### config.mk
export PLATFORM = sky130hd
export DESIGN_NAME = mem_initiator
export DESIGN_NICKNAME = d
export VERILOG_FILES = /design/src/rtl/mem_initiator.sv
export SDC_FILE = /design/constraint.sdc
export NUM_CORES = 1
export LEC_CHECK = 0
export CAP_MARGIN = 20
export CORE_ASPECT_RATIO = 1.25
export CORE_MARGIN = 10
export CORE_UTILIZATION = 48
export DETAILED_ROUTE_END_ITERATION = 8
export GPL_ROUTABILITY_DRIVEN = 0
export GPL_TIMING_DRIVEN = 0
export PLACE_DENSITY = 0.94
export REMOVE_ABC_BUFFERS = 1
export SLEW_MARGIN = 10
export SYNTH_ARGS = -nofsm -noshare
export SYNTH_HDL_FRONTEND = slang
export SYNTH_SLANG_ARGS = --single-unit
export TNS_END_PERCENT = 10
### constraint.sdc
create_clock -name clk -period 3.51 [get_ports clk]
set_input_delay 0.702 -clock clk [delete_from_list [all_inputs] [get_ports clk]]
set_output_delay 0.702 -clock clk [all_outputs]
set_load 0.01 [all_outputs]
### src/rtl/mem_initiator.sv
// mem_initiator: load/store front end for a word-organised, byte-enabled RAM port.
// It takes one byte-addressed LB/LH/LW/LBU/LHU/SB/SH/SW request at a time and turns it
// into a single word access with lane selects and replicated write data. The read lane
// comes back sign- or zero-extended.
// Optional feature: define MEM_INITIATOR_MISALIGN_TRAP_EN to fault misaligned half/word
// accesses and reserved sizes. Without it, resp_err is tied low and the offsets are forced
// to alignment.
module mem_initiator #(
   parameter int unsigned ADDR_W = 10
) (
   input  logic              clk,
   input  logic              rst_n,
   input  logic              i_req_valid,
   output logic              o_req_ready,
   input  logic              i_req_write,
   input  logic [1:0]        i_req_size,
   input  logic              i_req_unsigned,
   input  logic [ADDR_W-1:0] i_req_addr,
   input  logic [31:0]       i_req_wdata,
   output logic              o_resp_valid,
   output logic [31:0]       o_resp_rdata,
   output logic              o_resp_err,
   output logic [ADDR_W-3:0] o_mem_addr,
   output logic [3:0]        o_mem_sel,
   output logic [31:0]       o_mem_data_out,
   input  logic [31:0]       i_mem_data_in,
   output logic              o_mem_en,
   output logic              o_mem_write,
   input  logic              i_mem_ack
);

   typedef enum logic [1:0] {StIdle, StReq, StWait, StResp} state_e;

   state_e              r_state, w_state_next;
   logic                r_write;
   logic [1:0]          r_size;
   logic                r_unsigned;
   logic [ADDR_W-1:0]   r_addr;
   logic [31:0]         r_wdata;
   logic [31:0]         r_rdata;
   logic                w_accept;
   logic                w_fault;
   logic                w_busy;
   logic [1:0]          w_off;
   logic [3:0]          w_sel;
   logic [31:0]         w_dout;
   logic [7:0]          w_lane8;
   logic [15:0]         w_lane16;
   logic [31:0]         w_rdata;

   assign w_accept = i_req_valid && (r_state == StIdle);

`ifdef MEM_INITIATOR_MISALIGN_TRAP_EN
   logic r_err;
   assign w_fault = ((i_req_size == 2'd1) && i_req_addr[0])
                 || ((i_req_size == 2'd2) && (i_req_addr[1:0] != 2'b00))
                 || (i_req_size == 2'd3);
   assign o_resp_err = r_err;
`else
   assign w_fault    = 1'b0;
   assign o_resp_err = 1'b0;
`endif

   // Lane offset, selects, write data and load extraction from the captured request
   always_comb begin
      w_off    = 2'b00;
      w_sel    = 4'b1111;
      w_dout   = r_wdata;
      w_lane8  = 8'h00;
      w_lane16 = 16'h0000;
      w_rdata  = i_mem_data_in;
      unique case (r_size)
         2'd0: w_off = r_addr[1:0];
         2'd1: w_off = {r_addr[1], 1'b0};   // halves always land on an aligned pair
         default: w_off = 2'b00;            // word and reserved size act as word
      endcase
      unique case (w_off)
         2'd0: w_lane8 = i_mem_data_in[7:0];
         2'd1: w_lane8 = i_mem_data_in[15:8];
         2'd2: w_lane8 = i_mem_data_in[23:16];
         default: w_lane8 = i_mem_data_in[31:24];
      endcase
      w_lane16 = w_off[1] ? i_mem_data_in[31:16] : i_mem_data_in[15:0];
      unique case (r_size)
         2'd0: begin
            w_sel   = 4'b0001 << w_off;
            w_dout  = {4{r_wdata[7:0]}};
            w_rdata = {{24{~r_unsigned & w_lane8[7]}}, w_lane8};
         end
         2'd1: begin
            w_sel   = 4'b0011 << w_off;
            w_dout  = {2{r_wdata[15:0]}};
            w_rdata = {{16{~r_unsigned & w_lane16[15]}}, w_lane16};
         end
         default: begin
            w_sel   = 4'b1111;
            w_dout  = r_wdata;
            w_rdata = i_mem_data_in;
         end
      endcase
   end

   // State register
   always_ff @(posedge clk or negedge rst_n) begin
      if (!rst_n) begin
         r_state <= StIdle;
      end else begin
         r_state <= w_state_next;
      end
   end

   // Next-state and handshake outputs
   always_comb begin
      w_state_next = r_state;
      o_req_ready  = 1'b0;
      o_mem_en     = 1'b0;
      o_resp_valid = 1'b0;
      unique case (r_state)
         StIdle: begin
            o_req_ready = 1'b1;
            if (i_req_valid) begin
               w_state_next = w_fault ? StResp : StReq;
            end
         end
         StReq: begin
            o_mem_en     = 1'b1;
            w_state_next = StWait;
         end
         StWait: begin
            if (i_mem_ack) begin
               w_state_next = StResp;
            end
         end
         default: begin
            o_resp_valid = 1'b1;
            w_state_next = StIdle;
         end
      endcase
   end

   // Bus outputs are only driven while an access is outstanding, and hold through WAIT
   assign w_busy         = (r_state == StReq) || (r_state == StWait);
   assign o_mem_addr     = w_busy ? r_addr[ADDR_W-1:2] : '0;
   assign o_mem_sel      = w_busy ? w_sel : 4'b0000;
   assign o_mem_data_out = w_busy ? w_dout : 32'h0;
   assign o_mem_write    = w_busy ? r_write : 1'b0;
   assign o_resp_rdata   = r_rdata;

   // Request capture on accept and response capture on acknowledge
   always_ff @(posedge clk or negedge rst_n) begin
      if (!rst_n) begin
         r_write    <= 1'b0;
         r_size     <= 2'd0;
         r_unsigned <= 1'b0;
         r_addr     <= '0;
         r_wdata    <= 32'h0;
         r_rdata    <= 32'h0;
`ifdef MEM_INITIATOR_MISALIGN_TRAP_EN
         r_err      <= 1'b0;
`endif
      end else if (w_accept) begin
         r_write    <= i_req_write;
         r_size     <= i_req_size;
         r_unsigned <= i_req_unsigned;
         r_addr     <= i_req_addr;
         r_wdata    <= i_req_wdata;
         r_rdata    <= 32'h0;
`ifdef MEM_INITIATOR_MISALIGN_TRAP_EN
         r_err      <= w_fault;
`endif
      end else if ((r_state == StWait) && i_mem_ack) begin
         r_rdata    <= r_write ? 32'h0 : w_rdata;
      end
   end

endmodule

# After elaboration in Yosys (flattened, before gate mapping)
# Index checks and enable logic that the tools add are counted.
[op_classes] n_eq_ne=7 n_shift=2 muxes=19 bitwise_logic=3 reduce_logical=9
[ops] operator="$mux W32" n=4
[ops] operator="$pmux W32 S2" n=2
[ops] operator="$pmux W8 S3" n=1
[ops] operator="$mux W16" n=1
[ops] operator="$mux W8" n=1
[ops] operator="$pmux W4 S2" n=1
[ops] operator="$eq A2 B1 Y1 const B" n=3
[ops] operator="$logic_not A2 Y1" n=3
[ops] operator="$pmux W2 S3" n=1
[ops] operator="$eq A2 B2 Y1 const B" n=2
[ops] operator="$mux W1" n=4
[ops] operator="$mux W2" n=2
[ops] operator="$mux W4" n=1
[ops] operator="$ne A2 B2 Y1 const B" n=2
[ops] operator="$pmux W2 S2" n=1
[ops] operator="$shl A1 B2 Y4 const A" n=1
[ops] operator="$shl A2 B2 Y4 const A" n=1
[ops] operator="$reduce_or A3 Y1" n=1
[ops] operator="$and A1 B1 Y1" n=2
[ops] operator="$logic_and A1 B1 Y1" n=2
[ops] operator="$reduce_and A2 Y1" n=1
[ops] operator="$reduce_bool A2 Y1" n=1
[ops] operator="$logic_or A1 B1 Y1" n=1
[ops] operator="$not A1 Y1" n=1
[word_totals] ff_bits=80 inputBits=82 out_inout_bits=81 word_cells=47

# Logic depth before layout (Yosys ltp)
# Gate-level depths: netlist of the first run.
[logic_depth] ltp_word=9 depth_mapped=8 mapped_depth_nobuf=6

# Worst setup path before layout of the first run
# No wires, ideal clock.
[synth_timing] path_kind="register -> output" start="reg r_size[0]" end="out o_mem_data_out[29]" t_arrival_ns=1.562 t_required_ns=2.808 slack_ns=1.246 stages_incl_launch_ff=7 n_path_buf=3 cell_sequence="dfrtp_1 -> clkbuf_1 -> buf_1 -> buf_2 -> mux2i_1 -> o21ai_0 -> and2_1"
[synth_via] elab_chain_len=3 word_cells_on_any_way=4
[synth_rtl] element="from (decl)" line_no="36" text="logic [1:0] r_size;"
[synth_rtl] element="from (signal assigned)" line_no="163" text="r_size <= i_req_size;"
[synth_rtl] element="$eq A2 B1 Y1 or $logic_not A2 Y1 (tied branches)" line_no="84" text="unique case (r_size)"
[synth_rtl] element="$pmux W32 S2 (*)" line_no="84"
[synth_rtl] element="$mux W32 (*)" line_no="145" text="assign o_mem_data_out = w_busy ? w_dout : 32'h0;"
[synth_rtl] element="to (decl)" line_no="25" text="output logic [31:0] o_mem_data_out,"
# Mark *: on every way between the ends. The rest lies on a longest branch, timed or not.

# Worst setup path after layout of the first run
[layout_timing] start="reg r_size[0]" end="out o_mem_sel[0]"
[layout_via] elab_chain_len=5 word_cells_on_any_way=7
[layout_rtl] element="$eq A2 B1 Y1 or $logic_not A2 Y1 (tied branches)" line_no="72, 84"
[layout_rtl] element="$pmux W2 S2" line_no="72" text="unique case (r_size)"
[layout_rtl] element="$shl A2 B2 Y4 or $shl A1 B2 Y4 (tied branches)" line_no="91, 86"
[layout_rtl] element="$pmux W4 S2 (*)" line_no="84"
[layout_rtl] element="$mux W4 (*)" line_no="144" text="assign o_mem_sel = w_busy ? w_sel : 4'b0000;"
[layout_rtl] element="to (decl)" line_no="24" text="output logic [3:0] o_mem_sel,"
# Marked as above.

==> metrics, run 1 <==
Synth Area per Inst 10.8 µm²; via count 3,675; ys flop type dfrtp_1; row cnt 38; max incr delay on CP roughly 0.6 ns; Max-Cap Viols 0; RSZ-0062 raised after global routing false; setup bufs post-CTS 0; crit path max-delay cell type dfrtp_2; Slew HR 0.421; TritonCTS clock tree yes; Synth-to-Final Area Change 45.6%; initial DRC count about 150; vias in the first global route 3,963; leakage 2.63 nW; Worst-path clk slew 0.08 ns; clock sinks 80; Final Hold Fails 0; worst path arrival time roughly 2.6 ns; critical path class flop to primary output; I/O Pins roughly 160; clk buf depth 2; VDD IR max 0.570 mV; post-route ant nets 0; Via density 5.50; Syn Inst Count 400; Pre-antenna DRT Iters 4; input/output buffers 161; PwrDens 992 nW/µm²; fill count 652; largest net degree at the start of global routing 47; # diodes 0; critical path peak fanout 20; f_max about 300 MHz; total CTS buffers 9; synth warn 0; Final Skew 0.00658 ns; Worst-Skew Late Latency 0.35 ns; post-route cell area 6290 µm²; Nets 629; placed cell area between 6000 and 7000 µm²; Final Setup Violations 0; Post-synth EDFFs 0; Hold/Removal Path Class input pin to asynchronous set/reset pin; Mapped Area 4320 µm²; Seq/Total Area, Yosys 0.463; CP startpoint kind flop; CP cell instances buf_16 > nand2b_1 > a21oi_4 > nor2b_1 > clkdlybuf4s50_1; H-tree depth 3; Finished Core Util 0.719; gr ovfl total 0; GRT Util Overall 0.197; asr flop ratio synth 1.00; Starting Density 0.494; final wirelength between 10,000 and 15,000 µm; Slew Viols, Final 0; Synth Register Bits 80; period utilization 0.945; root buffer cell clkbuf_8; Core Region slightly below 9000 µm²; CP endpoint kind primary output; initial antenna violation count 1; Worst Tran Pin Value 0.867 ns; Post-route DRC 0; CTS Hold Bufs 0; detailed placement HPWL a little under 10,000 µm; routed len/inst 19.6 µm; die area 13,200 µm²; outcome finished, final reports clean; first-pass GRT wire length about 21,000 µm; Die Span X 105 µm; die height 126 µm; fin crit period between 3 and 4 ns; Synth cell types 36; Required @ worst endpoint 2.81 ns; share of post-route cells with drive strength above 1 0.159
==> cell usage in the layout (no fill, tap or decap), types with 12 or more instances in the layout <==
cell | synthesis | routed
clkbuf_8 | 0 | 12
o21ai_0 | 28 | 28
nand2b_1 | 17 | 17
mux2i_1 | 23 | 23
nor2b_1 | 17 | 17
clkdlybuf4s50_1 | 0 | 160
nand2_1 | 42 | 42
dfrtp_1 | 80 | 78
a221o_1 | 15 | 15
mux2_2 | 55 | 55
and2_1 | 27 | 26
==> per-stage QoR <==
stage / TNS [ns] / power (mW) / instances / hold WS (ns) / setup WS [ns]
6_report: 0 / 6.24 / 668 / 0.310 / 0.193
5_1_grt: 0 / 6.67 / 668 / 0.325 / 0.0236
4_1_cts: 0 / 6.30 / 667 / 0.311 / 0.0631
3_5_place_dp: 0 / 5.48 / 651 / 0.475 / 0.00810
3_3_place_gp: -129.47 / 5.26 / 647 / 0.472 / -1.38
2_1_floorplan: 0 / 3.56 / 366 / 0.406 / 0.243
==> cells by family after synthesis <==
group / synth area share
flops: 0.463
buf+inv: 0.0403
simple gates: 0.140
mux: 0.209
fa+ha+maj: 0.0116
other cells: 0.000868
compound gates: 0.135
==> what timing repair did <==
item                                    CTS  global route
pin swaps                                 0             0
endpoints found under the hold margin     0             0
endpoints found under the setup margin   10             1
resized for setup                         4             1
==> cell usage after synthesis, types with 2 or more instances <==
cell type / number / area, µm²
nor2_1: 6 / 22.5
dfrtp_1: 80 / 2000
clkbuf_1: 25 / 93.8
a21boi_0: 8 / 60.1
a22o_1: 2 / 17.5
o21ai_1: 4 / 20.0
o221ai_1: 2 / 17.5
mux2_2: 55 / 619
buf_1: 4 / 15.0
and2_1: 27 / 169
o21ai_0: 28 / 140
a221o_1: 15 / 150
a21oi_1: 6 / 30.0
mux2_4: 2 / 30.0
nand2b_1: 17 / 106
nor2b_1: 17 / 106
nand2_1: 42 / 158
o21a_1: 2 / 15.0
a32o_1: 10 / 100
ha_1: 4 / 50.1
mux2i_1: 23 / 230
buf_6: 3 / 33.8
inv_1: 5 / 18.8
==> sequential cells by signal, summed over array words and instances, names as in the netlist <==
name          count
r_state           2
r_wdata          32
r_write           1
r_addr           10
o_resp_rdata     32
r_size            2
r_unsigned        1
==> where the power goes <==
| group | internal [mW] | switching, mW | total (mW) |
|---|---|---|---|
| registers | 1.36 | 0.429 | 1.79 |
| clock network | 0.460 | 0.326 | 0.786 |
| logic | 2.07 | 1.59 | 3.66 |
==> path summary, 6_finish.rpt <==
kind / start / to / slack (ns) / cells past startpoint
setup reg to reg: r_state[0] / o_resp_rdata[19] / 0.97 / 7
hold reg to reg: o_resp_rdata[4] / o_resp_rdata[4] / 0.49 / 2
setup / recovery: r_size[0] / o_mem_sel[0] / 0.19 / 5
min in group clk: o_resp_rdata[4] / o_resp_rdata[4] / 0.49 / 2
max in group asynchronous: rst_n / r_wdata[1] / 2.60 / 2
hold / removal: rst_n / o_resp_rdata[24] / 0.31 / 1
==> final cells by class <==
cell class,count,area (µm²),share of cell area
timing repair buffer,166,1710,0.272
multi-input combinational,281,2170,0.345
clock inverter,2,60.1,0.00955
clock buffer,14,173,0.0275
inverter,5,18.8,0.00298
tap,120,150,0.0239
sequential,80,2000,0.319
==> critical path: cells and delay by family, from the launching register on <==
kind,cells,cell delay [ns]
simple gates,2,0.71
buf+inv,2,0.75
compound gates,1,0.21
flops,1,0.59
==> per-layer routing <==
| layer | wire (µm) | up-vias | track usage |
|---|---|---|---|
| met4 | 267 | 0 | 0.0639 |
| li1 | - | 1694 | - |
| met5 | 0 | - | 0 |
| met1 | 4980 | 1815 | 0.217 |
| met2 | 6630 | 148 | 0.335 |
| met3 | 1190 | 18 | 0.0852 |
Power figures use the tool's default switching activity.
==> run 2: changes to the inputs <==
Settings changed: ABC_CLOCK_PERIOD_IN_PS set to 3510, PLACE_DENSITY 0.94 to not set, PLACE_DENSITY_LB_ADDON set to 0.2.
==> metrics, run 2 (synthesis results as in run 1) <==
Reg2Reg Launch Point r_state[0]; Final Setup Violations 0 (unchanged); post-route cell area 6210 µm² (-1.2%); Post-route DRC 0 (unchanged); Pre-antenna DRT Iters 4 (unchanged); H-tree depth 3 (unchanged); CP startpoint kind flop; Worst-Skew Late Latency 0.35 ns (about the same); detailed placement HPWL 9230 µm (-6.0%); Core Region 8750 µm² (unchanged); placed cell area 6020 µm² (-0.15%); critical path peak fanout 39 (+95%); row cnt 38 (unchanged); max incr delay on CP 0.61 ns (+0.02 ns); Synth-to-Final Area Change 43.9%; Slew Viols, Final 0 (unchanged); Worst Setup EP o_mem_data_out[14]; Starting Density 0.494 (unchanged); CP Buf/Inv Count 2 (unchanged); Critical Path Stages 5 (unchanged); Final Instance Count excl. Fillers 668 (unchanged); fin crit period 3.28 ns (-0.0327 ns); # diodes 0 (unchanged); CP cell instances buf_12 > nor2_2 > nand2_1 > a21boi_0 > clkdlybuf4s50_1; worst reg2reg endpoint o_resp_rdata[28]; die height 126 µm (unchanged); setup bufs post-CTS 0 (unchanged); critical path class flop to primary output; GRT Util Overall 0.186 (-0.0110); clk buf depth 2 (unchanged); first-pass GRT wire length 20,100 µm (-5.6%); period utilization 0.936 (-0.00932); leakage 2.59 nW (-1.2%); PwrDens 973 nW/µm² (-1.9%); Critical Path Start r_size[1]; worst path arrival time 2.58 ns (-0.04 ns); initial antenna violation count 0 (-1); final wirelength 12,500 µm (-4.0%); most common library cell in the layout ignoring fill and taps clkdlybuf4s50_1; routed len/inst 18.8 µm (-4.0%); TritonCTS clock tree yes; total CTS buffers 9 (unchanged); Slew HR 0.429 (+0.00799); Worst Tran Pin Value 0.855 ns (-0.0120 ns); Via density 5.41 (-1.7%); worst hold slack 0.326 ns (+0.0157 ns); Required @ worst endpoint 2.81 ns (about the same); Tot Pwr 6.04 mW (-3.1%); Final Skew 0.00900 ns (+0.00242 ns); delay-heaviest family, CP buffers and inverters; RSZ-0062 raised after global routing false; vias in the first global route 3,826 (-3.5%); initial DRC count 129 (-11%); Die Span X 105 µm (unchanged); Placed Cells 652 (+0.15%); worst r2r path cells 7 (unchanged); die area 13,200 µm² (unchanged); Hold/Removal Path Class input pin to asynchronous set/reset pin; via count 3,611 (-1.7%); largest net degree at the start of global routing 47 (unchanged); Nets 629 (unchanged); VDD IR max 0.647 mV (+14%); share of post-route cells with drive strength above 1 0.157 (-0.00182); CP endpoint kind primary output; gr ovfl total 0 (unchanged); Worst-path clk slew 0.08 ns (about the same); I/O Pins 163 (unchanged); outcome finished, final reports clean; Max-Cap Viols 0 (unchanged); input/output buffers 161 (unchanged); f_max 304 MHz (+1.0%); clock sinks 80 (unchanged); crit path max-delay cell type clkdlybuf4s50_1; fill count 701 (+7.5%); root buffer cell clkbuf_8; post-route ant nets 0 (unchanged); commonest cells after routing, fill and taps aside clkdlybuf4s50_1 (160), dfrtp_1 (78), mux2_2 (55), nand2_1 (42), o21ai_0 (28); reg-to-reg slack, setup 0.85 ns (-0.12 ns); Final Hold Fails 0 (unchanged)
-- run 2: changes by cell type in the layout (fill, tap and decap cells not counted) --
cell       change
clkbuf_8       -3
clkinv_2       +3
buf_16         -2
a21oi_2        +1
a21oi_4        -1
buf_12         +1
buf_4          -1
buf_6          +1
buf_8          +1
bufinv_16      -1
clkbuf_1       +1
-- run 2: worst min-delay path by stage --
stage	startpoint	endpoint	slack, ns	cells after the start
after global placement	o_resp_rdata[5]	o_resp_rdata[5]	0.47	2
after detailed placement	o_resp_rdata[8]	o_resp_rdata[8]	0.48	1
after global routing	rst_n	o_resp_rdata[8]	0.35	1
final	rst_n	o_resp_rdata[8]	0.33	1
after CTS	rst_n	o_resp_rdata[8]	0.32	1
after floorplan	rst_n	o_resp_rdata[0]	0.41	0
-- run 2: metal layers --
layer / vias to the layer above / global-route usage / wire, µm
met1: 1784 / 0.220 / 5250
met3: 8 / 0.0704 / 1050
li1: 1697 / - / -
met4: 0 / 0.0631 / 117
met2: 122 / 0.305 / 6130
met5: - / 0 / 0
-- run 2: what timing repair did --
action	CTS	global route
hold buffers	0	0
pin swaps	0	0
resized for setup	3	1
setup endpoints to repair	10	2
gates cloned	0	0
-- run 2: layout make-up --
cell class | instances | area, µm² | share of cell area
Multi-Input combinational cell | 281 | 2160 | 0.348
Timing Repair Buffer | 166 | 1700 | 0.273
Clock inverter | 4 | 45.0 | 0.00725
Tap cell | 120 | 150 | 0.0242
Clock buffer | 12 | 135 | 0.0217
Sequential cell | 80 | 2000 | 0.323
Inverter | 5 | 18.8 | 0.00302
-- run 2: through the flow --
step / setup slack (ns) / TNS (ns) / util
floorplan: 0.243 / 0 / -
global placement: -1.56 / -152.67 / 0.677
detailed placement: 0.241 / 0 / 0.689
CTS: 0.0111 / 0 / 0.710
global route: 0.0714 / 0 / 0.710
finish: 0.225 / 0 / 0.710
-- run 2: report_power, final --
group	leakage (nW)	internal, mW	total [mW]	switching (mW)
sequential	0.999	1.36	1.77	0.412
combinational	1.50	2.05	3.61	1.56
clock	0.0941	0.326	0.656	0.330
